[src/rtl/monster_rom_pkg.sv]
// Shared constants and return-tag type for the monster sprite ROM arbiter.
package monster_rom_pkg;

  localparam int unsigned MONSTER_W     = 26;
  localparam int unsigned MONSTER_H     = 37;
  localparam int unsigned MONSTER_DEPTH = 962;
  localparam int unsigned ROM_ADDR_W    = 10;
  localparam int unsigned PIX_W         = 8;

  // One in-flight read: valid, originating port (0/1), address out of range.
  typedef struct packed {
    logic vld;
    logic port;
    logic oor;
  } rd_tag_t;

endpackage

[src/rtl/monster_rom_arbiter_rd_tag_pipe.sv]
// RD_LAT-deep shift register carrying read tags alongside the ROM latency.
module rd_tag_pipe
  import monster_rom_pkg::*;
#(
  parameter int unsigned RD_LAT = 1
) (
  input  logic    clk,
  input  logic    rst_n,
  input  rd_tag_t tag_in,
  output rd_tag_t tag_out
);

  rd_tag_t stage [RD_LAT];

  always_ff @(posedge clk or negedge rst_n) begin
    if (!rst_n) begin
      for (int i = 0; i < int'(RD_LAT); i++) stage[i] <= '0;
    end else begin
      stage[0] <= tag_in;
      for (int i = 1; i < int'(RD_LAT); i++) stage[i] <= stage[i-1];
    end
  end

  assign tag_out = stage[RD_LAT-1];

endmodule

[src/rtl/monster_rom_arbiter.sv]
// Two-port arbiter for the sprite ROM: renderer has priority, scanner has a
// starvation guard; read data returns tagged to its port after RD_LAT cycles.
module monster_rom_arbiter
  import monster_rom_pkg::*;
#(
  parameter int unsigned ADDR_W   = ROM_ADDR_W,
  parameter int unsigned DATA_W   = PIX_W,
  parameter int unsigned DEPTH    = MONSTER_DEPTH,
  parameter int unsigned RD_LAT   = 1,
  parameter int unsigned MAX_WAIT = 15
) (
  input  logic              i_clk2,
  input  logic              i_rst_n,
  input  logic              i_req0,
  input  logic [ADDR_W-1:0] i_addr0,
  output logic              o_gnt0,
  output logic              o_rvalid0,
  output logic              o_rerr0,
  input  logic              i_req1,
  input  logic [ADDR_W-1:0] i_addr1,
  output logic              o_gnt1,
  output logic              o_rvalid1,
  output logic              o_rerr1,
  output logic [DATA_W-1:0] o_rdata,
  output logic [ADDR_W-1:0] o_rom_addr,
  input  logic [DATA_W-1:0] i_rom_data
);

  localparam int unsigned CNT_W = 8;

  logic [CNT_W-1:0] wait_cnt;
  logic [CNT_W-1:0] wait_cnt_nxt;
  logic             force1;
  rd_tag_t          tag_push;
  rd_tag_t          tag_ret;

  // Grant selection; reset holds every grant low.
  always_comb begin
    o_gnt0     = 1'b0;
    o_gnt1     = 1'b0;
    o_rom_addr = '0;
    force1     = i_req1 && (wait_cnt == CNT_W'(MAX_WAIT));
    if (i_rst_n) begin
      if (force1) begin
        o_gnt1     = 1'b1;
        o_rom_addr = i_addr1;
      end else if (i_req0) begin
        o_gnt0     = 1'b1;
        o_rom_addr = i_addr0;
      end else if (i_req1) begin
        o_gnt1     = 1'b1;
        o_rom_addr = i_addr1;
      end
    end
  end

  // Tag for this cycle's grant; idle cycles push an invalid tag.
  always_comb begin
    tag_push      = '0;
    tag_push.vld  = o_gnt0 | o_gnt1;
    tag_push.port = o_gnt1;
    tag_push.oor  = (o_gnt0 | o_gnt1) && (32'(o_rom_addr) >= DEPTH);
  end

  // Port 1 blocked-cycle counter, saturating at MAX_WAIT.
  always_comb begin
    wait_cnt_nxt = wait_cnt;
    if (!i_req1 || o_gnt1) begin
      wait_cnt_nxt = '0;
    end else if (wait_cnt != CNT_W'(MAX_WAIT)) begin
      wait_cnt_nxt = wait_cnt + CNT_W'(1);
    end
  end

  always_ff @(posedge i_clk2 or negedge i_rst_n) begin
    if (!i_rst_n) wait_cnt <= '0;
    else          wait_cnt <= wait_cnt_nxt;
  end

  rd_tag_pipe #(
    .RD_LAT (RD_LAT)
  ) u_tag_pipe (
    .clk     (i_clk2),
    .rst_n   (i_rst_n),
    .tag_in  (tag_push),
    .tag_out (tag_ret)
  );

  // Return path: out-of-range reads come back as zero with the error flag.
  assign o_rvalid0 = tag_ret.vld & ~tag_ret.port;
  assign o_rvalid1 = tag_ret.vld &  tag_ret.port;
  assign o_rerr0   = o_rvalid0 & tag_ret.oor;
  assign o_rerr1   = o_rvalid1 & tag_ret.oor;
  assign o_rdata   = (tag_ret.vld && !tag_ret.oor) ? i_rom_data : '0;

  a_x_addr0 : assert property (@(posedge i_clk2) disable iff (!i_rst_n)
    i_req0 |-> !$isunknown(i_addr0));
  a_x_addr1 : assert property (@(posedge i_clk2) disable iff (!i_rst_n)
    i_req1 |-> !$isunknown(i_addr1));
  a_one_gnt : assert property (@(posedge i_clk2) !(o_gnt0 && o_gnt1));

endmodule

[config.mk]
export PLATFORM = sky130hd
export DESIGN_NAME = monster_rom_arbiter
export DESIGN_NICKNAME = d
export VERILOG_FILES = /design/src/rtl/monster_rom_pkg.sv /design/src/rtl/monster_rom_arbiter_rd_tag_pipe.sv /design/src/rtl/monster_rom_arbiter.sv
export SDC_FILE = /design/constraint.sdc
export NUM_CORES = 1
export LEC_CHECK = 0
export CORE_MARGIN = 5
export CORE_UTILIZATION = 37
export DETAILED_ROUTE_END_ITERATION = 12
export PLACE_DENSITY = 0.81
export SYNTH_ARGS = -nofsm -noshare
export SYNTH_HDL_FRONTEND = slang
export SYNTH_SLANG_ARGS = --single-unit
[constraint.sdc]
create_clock -name i_clk2 -period 3.4 [get_ports i_clk2]
set_input_delay 1.02 -clock i_clk2 [delete_from_list [all_inputs] [get_ports i_clk2]]
set_output_delay 1.02 -clock i_clk2 [all_outputs]
set_load 0.02 [all_outputs]
# Word-level counts from Yosys, hierarchy flattened

Index checks and enable logic that the tools add are counted.

Bits in registers: 11
Bits in latches: 0
Memory bits (writable): 0
ROM bits: 0
Output and inout bits: 24
Logic and storage cells: 35
Memories: 0

Add/sub/neg operators: 1
$mul: 0
Divide/modulo/power cells: 0
Magnitude comparators: 1
Eq/ne operators: 2
Shift operators: 0
Muxes and demuxes: 14
Bitwise operators: 6
Reduce and logical (&&, ||, !) cells: 7

Operators with widths:

| operator                                              | number |
|---|---|
| 2-to-1 mux 10 bit                                     | 4 |
| 2-to-1 mux 8 bit                                      | 3 |
| >= comparator 10 bit, second input constant           | 1 |
| adder 8 x 1 -> 8 bit, second input constant           | 1 |
| equality test 8 x 4 -> 1 bit, second input constant   | 1 |
| inequality test 8 x 4 -> 1 bit, second input constant | 1 |
| 2-to-1 mux 1 bit                                      | 7 |
| bitwise AND 1 bit                                     | 4 |
| logical AND 1 bit                                     | 3 |
| zero test 1 bit                                       | 2 |
| nonzero test 2 bit                                    | 1 |
| logical OR 1 bit                                      | 1 |
| inverter 1 bit                                        | 1 |
| bitwise OR 1 bit                                      | 1 |

# Depth between registers and ports, before layout

Word-level depth: 6
Depth in mapped cells: 7

# Cells and area by module

A second synthesis with hierarchy kept.

Cells, all modules: 90
Area, all modules: 799.5 sq um

By module, submodules not included:

| module              | instances | cells each | area an instance (sq um) | sequential area each (sq um) |
|---|---|---|---|---|
| monster_rom_arbiter | 1         | 87         | 724.4                    | 200.2 |
| rd_tag_pipe         | 1         | 3          | 75.1                     | 75.1 |

# Worst setup path before layout

OpenSTA, ideal clock, no wires.

Kind: input to output
Start: input port i_rst_n
End: output port o_rom_addr[0]
Arrival time: 2.217 ns
Path slack: 0.163 ns
Cell stages on the path: 5
Cells stage by stage: clkbuf_1 nand2_1 a31oi_1 clkbuf_1 a22o_1

Word-level cells in the longest chain between the ends: 1

RTL lines:

| element           | line                      | RTL |
|---|---|---|
| from (decl)       | monster_rom_arbiter.sv:13 | `input logic i_rst_n,` |
| 2-to-1 mux 10 bit | monster_rom_arbiter.sv:43 | `if (i_rst_n) begin` |
| to (decl)         | monster_rom_arbiter.sv:25 | `output logic [ADDR_W-1:0] o_rom_addr,` |

No other way between the ends.

# Worst setup path after layout

Start: input port i_req0
End: output port o_rom_addr[5]

Word-level cells in the longest chain between the ends: 3

RTL lines:

| element           | line                      | RTL |
|---|---|---|
| from (decl)       | monster_rom_arbiter.sv:14 | `input logic i_req0,` |
| 2-to-1 mux 10 bit | monster_rom_arbiter.sv:47 | `end else if (i_req0) begin` |
| 2-to-1 mux 10 bit | monster_rom_arbiter.sv:44 | `if (force1) begin` |
| 2-to-1 mux 10 bit | monster_rom_arbiter.sv:43 |  |

No other way between the ends.

==> reports/results.env <==
DETAIL_ROUTE.DRC_VIOLATIONS=0
FINAL-HOLD-VIOLATION-COUNT=0
SEQUENTIALPOWERSHARE=0.388
ROUTE.MET2.WL_MM=1.38
PWR-SHARE-CLK=0.240
WORST-ENDPOINT-ARRIVAL_NS=2.28
TYPE_OF_THE_WORST_MIN_DELAY_PATH='flop to flop'
FP.DIEW_UM=56.8
CTS_TREE='yes'
REGTOREGENDPOINT='u_tag_pipe.tag_out[0]'
CLK_BUF_DEPTH=2
SYNTH_NETS=127
POST-ROUTE-PERIOD-UTIL=0.970
POST_CTS_HOLD_BUFFER_COUNT=0
DIE_HEIGHT_UM=56.8
POWER.COMBINATIONAL.FRACTION=0.372
INITIAL_CORE_UTILIZATION=0.377
YOSYSSEQAREASHARE=0.340
PORT_BUFFERS=55
HOLDPATHEND='wait_cnt[0]'
CRIT_CHAIN='clkdlybuf4s15_1 -> a21boi_4 -> nor2_2 -> clkdlybuf4s15_2 -> a22o_1 -> clkdlybuf4s15_2'
DESIGN.FINAL.NETS=196
CTS-ROOT-BUF='sky130_fd_sc_hd__clkbuf_4'
POWER.LEAKAGE_nW=0.691
REQUIRED_TIME_OF_THE_CRITICAL_PATH_NS=2.38
FINAL_CELLS=190
POWER.SWITCHING_uW=102
IO_PINS=56
DRIVE_GT1_FRAC=0.167
MAX_CAP_VIOLATION_COUNT=0
GLOBAL_ROUTE.OVERFLOW_TOTAL=0
FINAL_INSTANCE_AREA_UM2=1510
ROUTE.VIAS.TOTAL=1032
SYNTHCELLS=94
FINAL.FILL_COUNT=176
SYN_AVG_CELL_AREA_UM2=8.61
SYN_TO_FINAL_GROWTH_PCT=86.7
ROUTE.TOP_LAYER_USED='met4'
CRITICAL_PATH.SLOWEST_CELL='sky130_fd_sc_hd__clkdlybuf4s15_1'
DRT_ITER0_DRC=38
H-TREE-DEPTH=1
TOTAL_DIE_AREA_UM2=3220
CPLARGESTDELAYFAMILY='buffers and inverters'
START_KIND='primary input'
TOTAL_POWER_uW=357
DETAIL_ROUTE_ANTENNA_NETS=0
CLOCK_INSERTION_DELAY_WORST_SKEW_NS=0.26
WORSTPATHBUFFERINVERTERCOUNT=3
MAX_CLOCK_FREQ_GHz=0.303
PLACE.GP.CONGESTION=0.822
AVGVIACOUNTPERCELL=5.43
WORST_PATH_MOST_REPEATED_CELL='sky130_fd_sc_hd__clkdlybuf4s15_2'
NETLIST-CELL-TYPE-COUNT=37
NETSWITCHINGFRACTION=0.285
YOSYS_MOST_USED_DFF='sky130_fd_sc_hd__dfrtp_1'
END_KIND='output pin'
WORST-R2R-SETUP-SLACK_NS=1.46
SYNTH_TOP_AREA_FRAC=0.340
DETAIL_ROUTE.WL_PER_CELL_UM=14.9
GRT_MAX_DEGREE=17
CP_MAX_FO=6
PLACED_AREA_UM2=1470
PLACEMENTROWS=17
IR_WORST_VDD_uV=233
HPWL_MM=2.33
POST-PLACE-CELLS=185
TIMING.HOLD.WORST_PATH_DEPTH=2
WL_MET3_UM=244
SYNTH-EDFF-COUNT=0
SKEW_NS=0.00274
R2R_START='wait_cnt[0]'
POST_CTS.REPAIR.SETUP_BUFFERS=0
ROUTEDLENGTHMET1_MM=1.16
ROUTED_WIRELENGTH_MM=2.82
WORST_MIN_DELAY_PATH_STARTPOINT='wait_cnt[0]'
FINALWORSTPATHREQUIREDPERIOD_NS=3.30
DETAIL_ROUTE.FIRST_PASS.ITERATIONS=4
CELLPOWERDENSITY_nW_PER_UM2=236
OUTCOME='complete, no violations'
VIAS_IN_THE_FIRST_GLOBAL_ROUTE=953
FP.COREAREA_UM2=2150
NUMCTSBUFFERS=3
TIGHTESTPINTRANSITION_NS=0.434
SYNTH_TOP_CELL_BY_AREA='sky130_fd_sc_hd__dfrtp_1'
SYNTH_AREA_LEADERS='sky130_fd_sc_hd__dfrtp_1 (34%), sky130_fd_sc_hd__a22o_1 (8.7%), sky130_fd_sc_hd__and2_1 (7.7%), sky130_fd_sc_hd__nor2_1 (3.2%), sky130_fd_sc_hd__xor2_1 (3.2%)'
WORSTSETUPPATHTYPE='primary input to output pin'
P_INT_uW=255
YOSYS_WARNINGS=0
TIMING.FINAL.MAX_SLEW_VIOLATIONS=0
ASYNCSETRESETFLOPFRACSYNTH=1.00
SETUP_VIOLATIONS=0
ANTENNA_CELLS=0
SYN-CELL-AREA_UM2=810
ANTENNA_FOUND_INITIAL=0
GRT_USE_TOTAL=0.165
WORSTREGTOREGCELLS=6
DP_SLACK_NS=-0.428
STAGES_ON_WORST_SETUP_PATH=6
GLOBAL_ROUTE_WIRE_LENGTH_BEFORE_REPAIR_MM=4.33
SETUP-TNS-FINAL_NS=0
FINAL_CRITICAL_PATH_SETUP_SLACK_NS=0.102
SLOWEST_DELAY_NS=0.25
SYNTH-SEQ-CELLS=11
CLK_PIN_SLEW_WORST_PATHS_NS=0.07
NUMCLOCKSINKS=11
SLEW_HEADROOM=0.709
-- cell type report --
type                            count  area (um2)  area share
Tap cell                           28        35.0      0.0232
Sequential cell                    11         275       0.182
Timing Repair Buffer               69         641       0.424
Multi-Input combinational cell     78         534       0.353
Clock buffer                        4        26.3      0.0174
-- sequential cells by signal (all words and copies together) (netlist names) --
name and count:
wait_cnt 8, u_tag_pipe.tag_out 3
-- placed cells by master (no fill, tap or decap), types with 2 or more instances in the layout --
cell type,n
sky130_fd_sc_hd__and2_1,10
sky130_fd_sc_hd__xor2_1,3
sky130_fd_sc_hd__nor2_1,6
sky130_fd_sc_hd__dlygate4sd2_1,10
sky130_fd_sc_hd__nand2_1,5
sky130_fd_sc_hd__a21o_1,2
sky130_fd_sc_hd__nor3_1,3
sky130_fd_sc_hd__a31oi_1,3
sky130_fd_sc_hd__a22o_1,8
sky130_fd_sc_hd__dfrtp_1,11
sky130_fd_sc_hd__buf_4,13
sky130_fd_sc_hd__a21oi_1,3
sky130_fd_sc_hd__nor2b_1,3
sky130_fd_sc_hd__clkbuf_2,2
sky130_fd_sc_hd__and3_1,2
sky130_fd_sc_hd__nand4_1,2
sky130_fd_sc_hd__nand3_1,4
sky130_fd_sc_hd__clkdlybuf4s15_2,2
sky130_fd_sc_hd__clkbuf_4,3
sky130_fd_sc_hd__clkdlybuf4s50_1,40
-- cell usage after synthesis, types with 2 or more instances --
cell                       instances
sky130_fd_sc_hd__nor3_1            3
sky130_fd_sc_hd__a21boi_1          2
sky130_fd_sc_hd__dfrtp_1          11
sky130_fd_sc_hd__clkbuf_1          4
sky130_fd_sc_hd__nand3_1           4
sky130_fd_sc_hd__and3_1            2
sky130_fd_sc_hd__a21o_1            2
sky130_fd_sc_hd__nand2_1           5
sky130_fd_sc_hd__a31oi_1           4
sky130_fd_sc_hd__nor2b_1           3
sky130_fd_sc_hd__a22o_1            8
sky130_fd_sc_hd__nor2_1            7
sky130_fd_sc_hd__nand4_1           2
sky130_fd_sc_hd__and2_1           10
sky130_fd_sc_hd__xor2_1            3
sky130_fd_sc_hd__a21oi_1           3
-- tightest hold or removal path, cell delays in order (launching register included) --
cell and delay (ns):
sky130_fd_sc_hd__dfrtp_1 0.43, sky130_fd_sc_hd__nand2_1 0.08, sky130_fd_sc_hd__a21boi_1 0.06
-- per-stage QoR --
| stage | util | hold slack [ns] |
|---|---|---|
| CTS | 0.702 | 0.606 |
| finish | 0.704 | 0.601 |
| global placement | 0.685 | 0.563 |
| floorplan | - | 0.543 |
| global route | 0.704 | 0.633 |
| detailed placement | 0.685 | 0.587 |
-- how the worst max path moves through the flow --
stage / endpoint / from / slack, ns
2_1_floorplan: o_rom_addr[0] / i_rst_n / 0.16
3_3_place_gp: o_rom_addr[9] / i_req0 / -0.40
3_5_place_dp: o_rom_addr[0] / i_req0 / -0.43
4_1_cts: o_rom_addr[7] / i_req0 / 0.01
5_1_grt: o_rom_addr[5] / i_req0 / -0.01
6_report: o_rom_addr[5] / i_req0 / 0.10
-- kinds of logic after synthesis --
kind of cell / after synthesis / synth area share
and+or+nand+nor: 44 / 0.311
AOI/OAI and AO/OA: 30 / 0.277
DFF: 11 / 0.340
buffers and inverters: 5 / 0.0247
xor gates and xnor gates: 3 / 0.0325
adders and majority gates: 1 / 0.0155
-- per-layer routing --
layer  track usage  vias to the layer above
li1              -                      495
met5             0                        -
met4        0.0331                        0
met3        0.0414                        4
met1         0.201                      476
met2         0.292                       57
-- power by group through the flow --
stage,Sequential (mW),Clock [mW],Combinational (mW)
global placement,0.140,0,0.135
detailed placement,0.141,0,0.138
global route,0.139,0.0963,0.141
CTS,0.138,0.0879,0.133
finish,0.138,0.0858,0.133
floorplan,0.140,0,0.0528
-- what timing repair did --
item,CTS,global route
gates resized for setup,19,7
setup endpoints to repair,12,5
gates cloned,1,0
(Power assumes the default switching activity.)
==> RTL edit, RTL diff (same flow settings) <==
Put a register stage on the outputs `o_rerr0` and `o_rerr1`, with the module's reset. The values now appear one clock later. The other outputs are not delayed to match.
--- a/src/rtl/monster_rom_arbiter.sv
+++ b/src/rtl/monster_rom_arbiter.sv
@@ -90,6 +90,13 @@
   assign o_rvalid0 = tag_ret.vld & ~tag_ret.port;
   assign o_rvalid1 = tag_ret.vld &  tag_ret.port;
-  assign o_rerr0   = o_rvalid0 & tag_ret.oor;
-  assign o_rerr1   = o_rvalid1 & tag_ret.oor;
+  always_ff @(posedge i_clk2 or negedge i_rst_n) begin
+    if (!i_rst_n) begin
+      o_rerr0 <= '0;
+      o_rerr1 <= '0;
+    end else begin
+      o_rerr0 <= o_rvalid0 & tag_ret.oor;
+      o_rerr1 <= o_rvalid1 & tag_ret.oor;
+    end
+  end
   assign o_rdata   = (tag_ret.vld && !tag_ret.oor) ? i_rom_data : '0;
 
Behaviour: not the same (a bounded check fails within 4 cycles, from zero or initial values and one cycle with i_rst_n low).
==> RTL edit against the unedited design <==
- sequential share of layout area rose by 2.8 points
- design area rose by 2.5%
- count of clock-buffer cells in the layout unchanged
- first-iteration DRC count down 45%
- total power rose by 7.7%
- highest routed layer unchanged
- sequential cell count rose by 2
- routed wire length fell by 6.0%
- area after synthesis is 6.5% higher
- register-to-register slack got worse by 0.02 ns
- worst setup slack worse by 0.038 ns
==> RTL edit: results (changes against the unedited design) <==
GRT
  – Largest net degree at the start of global routing: 14 (-3)
  – Vias in the first global route: 918 (-3.7%)
  – First-pass GRT wire length: 4370 µm (+0.95%)
  – Global-route usage over all layers: 0.167 (+0.00196)
  – Initial antenna violation count: 0 (unchanged)

Yosys
  – Register area share after synthesis: 0.377 (+0.0373)
  – Synth warn: 0 (unchanged)
  – Post-synth net total: 126 (-0.79%)
  – Commonest cells post-synth: dfrtp_1, nor2_1, a22o_1, and2_1, a21oi_1
  – Largest cells by area after synthesis: dfrtp_1, a22o_1, and2_1
  – Post-synth cell types: 33 (-11%)
  – Async SR Flop Fraction: 1.00 (unchanged)

Layout
  – Commonest non-fill, non-tap cell in the layout: clkdlybuf4s50_1
  – Layout fillers: 181 (+2.8%)
  – Top reg by flops: wait_cnt
  – # nets final: 193 (-1.5%)
  – Diodes inserted: 0 (unchanged)
  – Number of flip-flops in the largest register: 8 (unchanged)
  – Layout cell share with drive strength beyond 1: 0.176 (+0.00943)

Routing
  – DR WL/cell: 14.2 µm (-4.5%)
  – Vias per inst: 5.06 (-6.9%)
  – DR iter-0 viols: 21 (-45%)
  – Drt pass-1 iters: 4 (unchanged)

Critical path
  – Slowest cell on crit path: clkdlybuf4s50_1
  – CP max FO: 13 (+7)
  – CP max stage delay: 0.47 ns (+0.22 ns)

Hold path
  – Hold Crit Class: flop to flop

Clock network
  – H-Tree Depth: 1 (unchanged)
  – Latest clock arrival within the worst-skew pair: 0.27 ns
  – Root Buffer: clkbuf_4
  – TritonCTS buffer count: 3 (unchanged)
  – Reg clk slew, reported paths: 0.07 ns (about the same)
  – Buffer depth of the longest clock path: 2 (unchanged)

Place
  – DP Wirelength: 2300 µm (-1.1%)
  – Routability congestion estimate: 0.930 (+13%)
  – I/O Buffers: 55 (unchanged)
  – Dpl ws: -0.493 ns (-0.0655 ns)

Outcome
  – Status: finished clean

STA
  – Worst clock skew: 0.000534 ns (-0.00220 ns)
  – Worst slew pin tran: 0.353 ns (-0.0811 ns)

Power and ir drop
  – LEAKAGE: 0.000661 µW (-4.3%)
  – VDD IR max: 184 µV (-21%)
RTL edit: cell count changes after synthesis, moves of 2 or more:
cell	change
a21boi_1	-2
dfrtp_1	+2
nor2_1	+5
a21oi_1	+3
a31oi_1	-2
clkbuf_1	-3
a21o_1	-2
nand3_1	-2
a22o_1	+2
xnor2_1	+2
RTL edit: area by class of cell:
type                            instances  share of cell area
Clock buffer                            4              0.0170
Sequential cell                        13               0.210
Tap cell                               28              0.0226
Timing Repair Buffer                   65               0.414
Inverter                                1             0.00242
Multi-Input combinational cell         76               0.334
RTL edit: logic make-up after synthesis:
group,Yosys count,synth area share
AOI/OAI and AO/OA,25,0.225
DFF,13,0.377
adders and majority gates,1,0.0145
buffers and inverters,4,0.0232
xor gates and xnor gates,4,0.0406
and+or+nand+nor,46,0.319
RTL edit: layer usage:
| metal | vias up | share of wire | global-route usage |
|---|---|---|---|
| met2 | 21 | 0.53 | 0.297 |
| met3 | 9 | 0.039 | 0.0312 |
| met5 | - | 0 | 0 |
| li1 | 480 | - | - |
| met4 | 0 | 0.029 | 0.0563 |
| met1 | 436 | 0.40 | 0.199 |
RTL edit: worst max-delay path: cells and delay by family:
family | cells | cell delay [ns]
AOI/OAI and AO/OA | 2 | 0.25
buffers and inverters | 4 | 1.04
RTL edit: per-stage QoR:
stage | total power [µW] | hold slack (ns) | std cells | cell area [µm²] | TNS [ns]
after floorplan | 215 | 0.429 | 93 | 862 | 0
after global placement | 297 | 0.449 | 182 | 1500 | -4.94
after detailed placement | 298 | 0.454 | 182 | 1500 | -5.34
after CTS | 388 | 0.464 | 187 | 1550 | 0
after global routing | 405 | 0.496 | 187 | 1550 | 0
final | 385 | 0.458 | 187 | 1550 | 0
RTL edit: final timing paths:
kind                                       startpoint                     to  slack, ns  cells past startpoint
worst max-delay path                           i_req1          o_rom_addr[8]       0.06                      6
worst min-delay path            u_tag_pipe.tag_out[1]                o_rerr0       0.46                      1
worst max register to register            wait_cnt[0]  u_tag_pipe.tag_out[0]       1.44                      8
worst min register to register  u_tag_pipe.tag_out[1]                o_rerr0       0.46                      1
max in group asynchronous                     i_rst_n            wait_cnt[2]       2.31                      2
min in group asynchronous                     i_rst_n            wait_cnt[0]       0.87                      2
RTL edit: timing repair:
item / 4_1_cts / 5_1_grt
buffers inserted: 1 / 0
cloned: 0 / 0
resized for setup: 33 / 2
endpoints found under the setup margin: 12 / 3
RTL edit: report_power, final:
part           total [µW]  leakage (µW)  internal [µW]  switching (µW)
combinational         131      0.000468           73.8            56.8
sequential            162      0.000177            158            4.15
clock                91.7     0.0000150           45.5            46.2
